==> src/rtl/debounce_sync.sv <==
// Synchronizes a raw asynchronous level, qualifies it over DEBOUNCE_CYCLES stable
// samples, and reports committed edges plus a saturating count of rejected candidates.
module debounce_sync #(
    parameter int SYNC_STAGES     = 2,
    parameter int DEBOUNCE_CYCLES = 4,
    parameter int GLITCH_W        = 8
) (
    input  logic                clock,
    input  logic                reset_n,
    input  logic                data_in,
    input  logic                enable,
    input  logic                glitch_clr,
    output logic                data_out,
    output logic                rise_pulse,
    output logic                fall_pulse,
    output logic                busy,
    output logic [GLITCH_W-1:0] glitch_count,
    output logic [1:0]          state_dbg
);
    localparam logic [1:0] STABLE_LOW  = 2'd0;
    localparam logic [1:0] WAIT_HIGH   = 2'd1;
    localparam logic [1:0] STABLE_HIGH = 2'd2;
    localparam logic [1:0] WAIT_LOW    = 2'd3;

    localparam logic [7:0]          DEB_CYCLES = 8'(DEBOUNCE_CYCLES);
    localparam logic [GLITCH_W-1:0] GLITCH_MAX = '1;
    localparam bit                  ONE_CYCLE  = (DEBOUNCE_CYCLES == 1);

    logic [SYNC_STAGES-1:0] sync_ff;
    logic                   sync_q;
    logic [1:0]             state;
    logic [1:0]             state_nxt;
    logic [7:0]             cnt;
    logic [7:0]             cnt_nxt;
    logic [8:0]             cnt_inc;
    logic                   commit_rise;
    logic                   commit_fall;
    logic                   glitch_hit;
    logic                   start_ok;

    always_ff @(posedge clock or negedge reset_n) begin
        if (!reset_n) begin
            sync_ff <= '0;
        end else begin
            sync_ff <= {sync_ff[SYNC_STAGES-2:0], data_in};
        end
    end

    assign sync_q  = sync_ff[SYNC_STAGES-1];
    assign cnt_inc = {1'b0, cnt} + 9'd1;

    // With single-cycle qualification a commit could follow the previous one on the
    // very next edge; holding off while a pulse is out keeps edge pulses apart.
    assign start_ok = enable && !(ONE_CYCLE && (rise_pulse || fall_pulse));

    always_comb begin
        state_nxt   = state;
        cnt_nxt     = cnt;
        commit_rise = 1'b0;
        commit_fall = 1'b0;
        glitch_hit  = 1'b0;
        case (state)
            STABLE_LOW: begin
                if (start_ok && sync_q) begin
                    if (ONE_CYCLE) begin
                        state_nxt   = STABLE_HIGH;
                        cnt_nxt     = 8'd0;
                        commit_rise = 1'b1;
                    end else begin
                        state_nxt = WAIT_HIGH;
                        cnt_nxt   = 8'd1;
                    end
                end
            end
            WAIT_HIGH: begin
                if (!enable) begin
                    state_nxt = STABLE_LOW;
                    cnt_nxt   = 8'd0;
                end else if (sync_q) begin
                    if (cnt_inc == {1'b0, DEB_CYCLES}) begin
                        state_nxt   = STABLE_HIGH;
                        cnt_nxt     = 8'd0;
                        commit_rise = 1'b1;
                    end else begin
                        cnt_nxt = cnt_inc[7:0];
                    end
                end else begin
                    state_nxt  = STABLE_LOW;
                    cnt_nxt    = 8'd0;
                    glitch_hit = 1'b1;
                end
            end
            STABLE_HIGH: begin
                if (start_ok && !sync_q) begin
                    if (ONE_CYCLE) begin
                        state_nxt   = STABLE_LOW;
                        cnt_nxt     = 8'd0;
                        commit_fall = 1'b1;
                    end else begin
                        state_nxt = WAIT_LOW;
                        cnt_nxt   = 8'd1;
                    end
                end
            end
            WAIT_LOW: begin
                if (!enable) begin
                    state_nxt = STABLE_HIGH;
                    cnt_nxt   = 8'd0;
                end else if (!sync_q) begin
                    if (cnt_inc == {1'b0, DEB_CYCLES}) begin
                        state_nxt   = STABLE_LOW;
                        cnt_nxt     = 8'd0;
                        commit_fall = 1'b1;
                    end else begin
                        cnt_nxt = cnt_inc[7:0];
                    end
                end else begin
                    state_nxt  = STABLE_HIGH;
                    cnt_nxt    = 8'd0;
                    glitch_hit = 1'b1;
                end
            end
            default: begin
                state_nxt = STABLE_LOW;
                cnt_nxt   = 8'd0;
            end
        endcase
    end

    always_ff @(posedge clock or negedge reset_n) begin
        if (!reset_n) begin
            state      <= STABLE_LOW;
            cnt        <= 8'd0;
            data_out   <= 1'b0;
            rise_pulse <= 1'b0;
            fall_pulse <= 1'b0;
        end else begin
            state      <= state_nxt;
            cnt        <= cnt_nxt;
            rise_pulse <= commit_rise;
            fall_pulse <= commit_fall;
            if (commit_rise) begin
                data_out <= 1'b1;
            end else if (commit_fall) begin
                data_out <= 1'b0;
            end
        end
    end

    // Clear takes priority over a glitch landing on the same edge.
    always_ff @(posedge clock or negedge reset_n) begin
        if (!reset_n) begin
            glitch_count <= '0;
        end else if (glitch_clr) begin
            glitch_count <= '0;
        end else if (glitch_hit && (glitch_count != GLITCH_MAX)) begin
            glitch_count <= glitch_count + 1'b1;
        end
    end

    assign busy      = (state == WAIT_HIGH) || (state == WAIT_LOW);
    assign state_dbg = state;
endmodule

==> config.mk <==
export PLATFORM = sky130hd
export DESIGN_NAME = debounce_sync
export DESIGN_NICKNAME = d
export VERILOG_FILES = /design/src/rtl/debounce_sync.sv
export SDC_FILE = /design/constraint.sdc
export NUM_CORES = 1
export LEC_CHECK = 0
export ABC_AREA = 0
export BUFFER_PORTS_ARGS = -buffer_cell sky130_fd_sc_hd__buf_2
export CAP_MARGIN = 40
export CORE_MARGIN = 2
export CORE_UTILIZATION = 35
export DETAILED_ROUTE_END_ITERATION = 6
export GPL_ROUTABILITY_DRIVEN = 0
export PLACE_DENSITY_LB_ADDON = 0.15
export SYNTH_ARGS = -nofsm -noshare
export SYNTH_HDL_FRONTEND = slang
export SYNTH_SLANG_ARGS = --single-unit
==> constraint.sdc <==
create_clock -name clock -period 1.8 [get_ports clock]
set_input_delay 0.36 -clock clock [delete_from_list [all_inputs] [get_ports clock]]
set_output_delay 0.36 -clock clock [all_outputs]
set_load 0.01 [all_outputs]
==> results.py <==
metrics = {
    "yosys": {
        "synth_seq_area_share_pct": 51.0,
        "synthCells": 111,
        "synthTopCellsByCount": "23 x dfrtp_1, 11 x nand2_1, 9 x o21ai_0",
        "syn_area_sq_um": 1130,
        "synth_top_area_cell": "dfrtp_1",
        "async_flop_share_pct": 100,
        "ys_types": 39,
        "yosys_warnings": 0,
        "synth_top_area_share_pct": 51.0,
        "synth_nets": 118,
        "yosys-top-cells-area": "dfrtp_1 51%, o21ai_0 4.0%, nand2_1 3.7%",
        "yosysMostFrequentCell": "dfrtp_1",
        "synth_edf_count": 0,
        "synth.avg_cell_area_sq_um": 10.2,
        "yosys_most_used_dff": "dfrtp_1",
        "ys_seq_elements": 23,
    },
    "cells_and_area": {
        "drive_gt1_share_pct": 33.1,
        "area_delta_synth_final_pct": 26.4,
        "n_fill_cell": 292,
        "fin_util_pct": 46.7,
        "nNetsFinal": 153,
        "diodes": 0,
        "fin_cells": 189,
    },
    "global_route": {
        "grt_pass1_wl_um": 4060,
        "track_usage_pct": 14.9,
        "grt_pass1_vias": 941,
        "grt_max_degree": 24,
        "antenna_found_initial": 0,
        "grt_overflow_total": 0,
    },
    "setup_path": {
        "arrival_ns": 1.99,
        "critPathBufInv": 0,
        "slowest_stage": "or4_4",
        "worstSetupPathDepth": 3,
        "cp_common_cell": "or4_4",
        "r2r_cells": 3,
        "required_ns": 2.00,
        "startpoint_type": "flip-flop",
        "crit_type": "flip-flop to flip-flop",
        "crit_path_end_kind": "flip-flop",
        "crit_family": "simple AND/OR/NAND/NOR gates",
        "crit_path_max_fanout": 3,
        "max_stage_delay_ns": 0.51,
        "cp_cell_sequence": "or4_4, or4_4, mux2_4",
    },
    "drt": {
        "vias_per_cell": 4.93,
        "avgRoutedWirePerCell_um": 12.6,
        "drt-initial-drc-count": 59,
        "ant_nets": 0,
        "vias": 931,
        "firstDrtPassIters": 4,
        "totalWireLength_um": 2380,
        "drc": 0,
    },
    "cts": {
        "cts.root.buffer_cell": "clkbuf_4",
        "htreeDepth": 1,
        "clkLatencyLatePin_ns": 0.31,
        "clk_pin_slew_ns": 0.13,
        "clockBufferDepth": 2,
        "cts_inserted_buffers": 3,
        "cts_tree": "yes",
        "clock_sinks": 23,
        "post_cts_buffers": 0,
    },
    "die": {
        "dieWidth_um": 60.8,
        "start_util_pct": 37.0,
        "num_io_pins": 19,
        "fp.dieH_um": 60.8,
        "num_rows": 20,
        "design.core.area_sq_um": 3050,
        "dieArea_sq_um": 3690,
    },
    "place": {
        "port_buffers": 18,
        "placed_cells": 185,
        "dp_hpwl_um": 1730,
    },
    "power_and_ir_drop": {
        "p_switching_mw": 0.306,
        "clkPwrFrac_pct": 22.7,
        "comb_power_share_pct": 23.6,
        "power_mw": 1.06,
        "switching_share_pct": 28.9,
        "power.leakage_nw": 0.670,
        "internal-power_mw": 0.751,
        "ir_drop_uv": 464,
        "power_density_nw_per_um2": 741,
        "power_frac_seq_pct": 53.7,
    },
    "sta": {
        "finalMaxSlewViolations": 0,
        "relSlewSlack_pct": 65.2,
        "rsz0062_at_grt": "true",
        "period_needed_ns": 1.79,
        "worst_slew_pin_slew_ns": 0.522,
        "fmax_mhz": 559,
        "final-hold-violation-count": 0,
        "fin_setup_tns_ns": 0,
        "fin_skew_ns": 0.00530,
        "finalSetupViolCount": 0,
        "post-route-period-util_pct": 99.4,
    },
    "status": {
        "outcome": "finished, final reports clean",
    },
    "worst_hold_path": {
        "hold_path_class": "input port to async pin",
    },
    "flow_run": {
        "cap_violations": 0,
    },
}
[placed cells by master, fill, tap and decap left out, types with 2 or more instances in the layout]
| master | netlist | final |
|---|---|---|
| inv_1 | 3 | 3 |
| o31ai_1 | 2 | 2 |
| o21ai_0 | 9 | 9 |
| clkbuf_4 | 0 | 3 |
| xor2_1 | 3 | 3 |
| dfrtp_1 | 23 | 23 |
| nand2_1 | 11 | 11 |
| nor3_1 | 2 | 2 |
| buf_4 | 0 | 15 |
| nor2_1 | 4 | 4 |
| nor3b_2 | 0 | 2 |
| or4_4 | 1 | 2 |
| or3_1 | 3 | 3 |
| nand3_1 | 5 | 5 |
| or4_1 | 3 | 2 |
| a21o_1 | 2 | 2 |
| a21oi_1 | 8 | 8 |
| xnor2_1 | 4 | 4 |
| buf_2 | 0 | 18 |
[metal layers]
| metal | track usage [%] | vias to the layer above | part of all wire (%) |
|---|---|---|---|
| met3 | 2.56 | 2 | 2.4 |
| met2 | 24.3 | 12 | 49 |
| met5 | 0 | - | 0 |
| met4 | 7.45 | 0 | 0.71 |
| li1 | - | 473 | - |
| met1 | 19.2 | 444 | 48 |
[what timing repair did]
item	in CTS	in global routing
setup endpoints to repair	1	4
pin swaps	0	1
gates resized for setup	1	5
hold buffers	0	0
[metrics by stage]
stage / cell area (sq um) / setup WS, ns / hold slack [ns]
finish: 1430 / 0.0104 / 0.00392
global route: 1430 / -0.0270 / 0.0191
CTS: 1410 / 0.00706 / 0.0159
detailed placement: 1380 / 0.0224 / 0.339
global placement: 1380 / 0.0267 / 0.335
floorplan: 1130 / 0.00300 / 0.0644
[final cells by class]
class	count	area (sq um)	area share [%]
clock buffers	4	26.3	1.84
inverters	3	11.3	0.789
multi-input cells	82	556	38.9
flip-flops and latches	23	576	40.4
well taps	44	55.1	3.86
repair buffers	33	203	14.2
[state kept, by name (all words and copies together) (netlist names)]
| register | cells |
|---|---|
| sync_ff | 2 |
| cnt | 8 |
| fall_pulse | 1 |
| data_out | 1 |
| state_dbg | 2 |
| glitch_count | 8 |
| rise_pulse | 1 |
[path summary, 6_finish.rpt]
path / from / to / slack (ns)
worst min-delay path: reset_n / glitch_count[5] / 0.004
worst max register to register: cnt[4] / state_dbg[1] / 0.01
max in group asynchronous: reset_n / data_out / 1.44
min in group clock: data_in / sync_ff[0] / 0.15
worst max-delay path: cnt[4] / state_dbg[1] / 0.01
worst min register to register: sync_ff[0] / sync_ff[1] / 0.37
[worst register-to-register path, delay by kind of cell (launching register included)]
kind,cells,cell delay [ns]
multiplexers,1,0.31
flip-flops,1,0.41
AND/OR/NAND/NOR,2,0.97
[cells by family after synthesis]
logic type / Yosys count / synth area share, %
adders and majority gates: 2 / 2.22
DFF: 23 / 51.0
xor gates and xnor gates: 7 / 5.43
buffers and inverters: 6 / 2.00
AOI/OAI and AO/OA: 29 / 16.1
muxes: 3 / 3.21
and+or+nand+nor: 41 / 20.1
[power by group through the flow]
stage / Clock, mW / Sequential (mW) / Combinational (mW)
detailed placement: 0 / 0.577 / 0.247
floorplan: 0 / 0.596 / 0.105
finish: 0.240 / 0.567 / 0.250
global placement: 0 / 0.576 / 0.244
global route: 0.281 / 0.571 / 0.279
CTS: 0.252 / 0.567 / 0.248
Power figures use the tool's default switching activity.
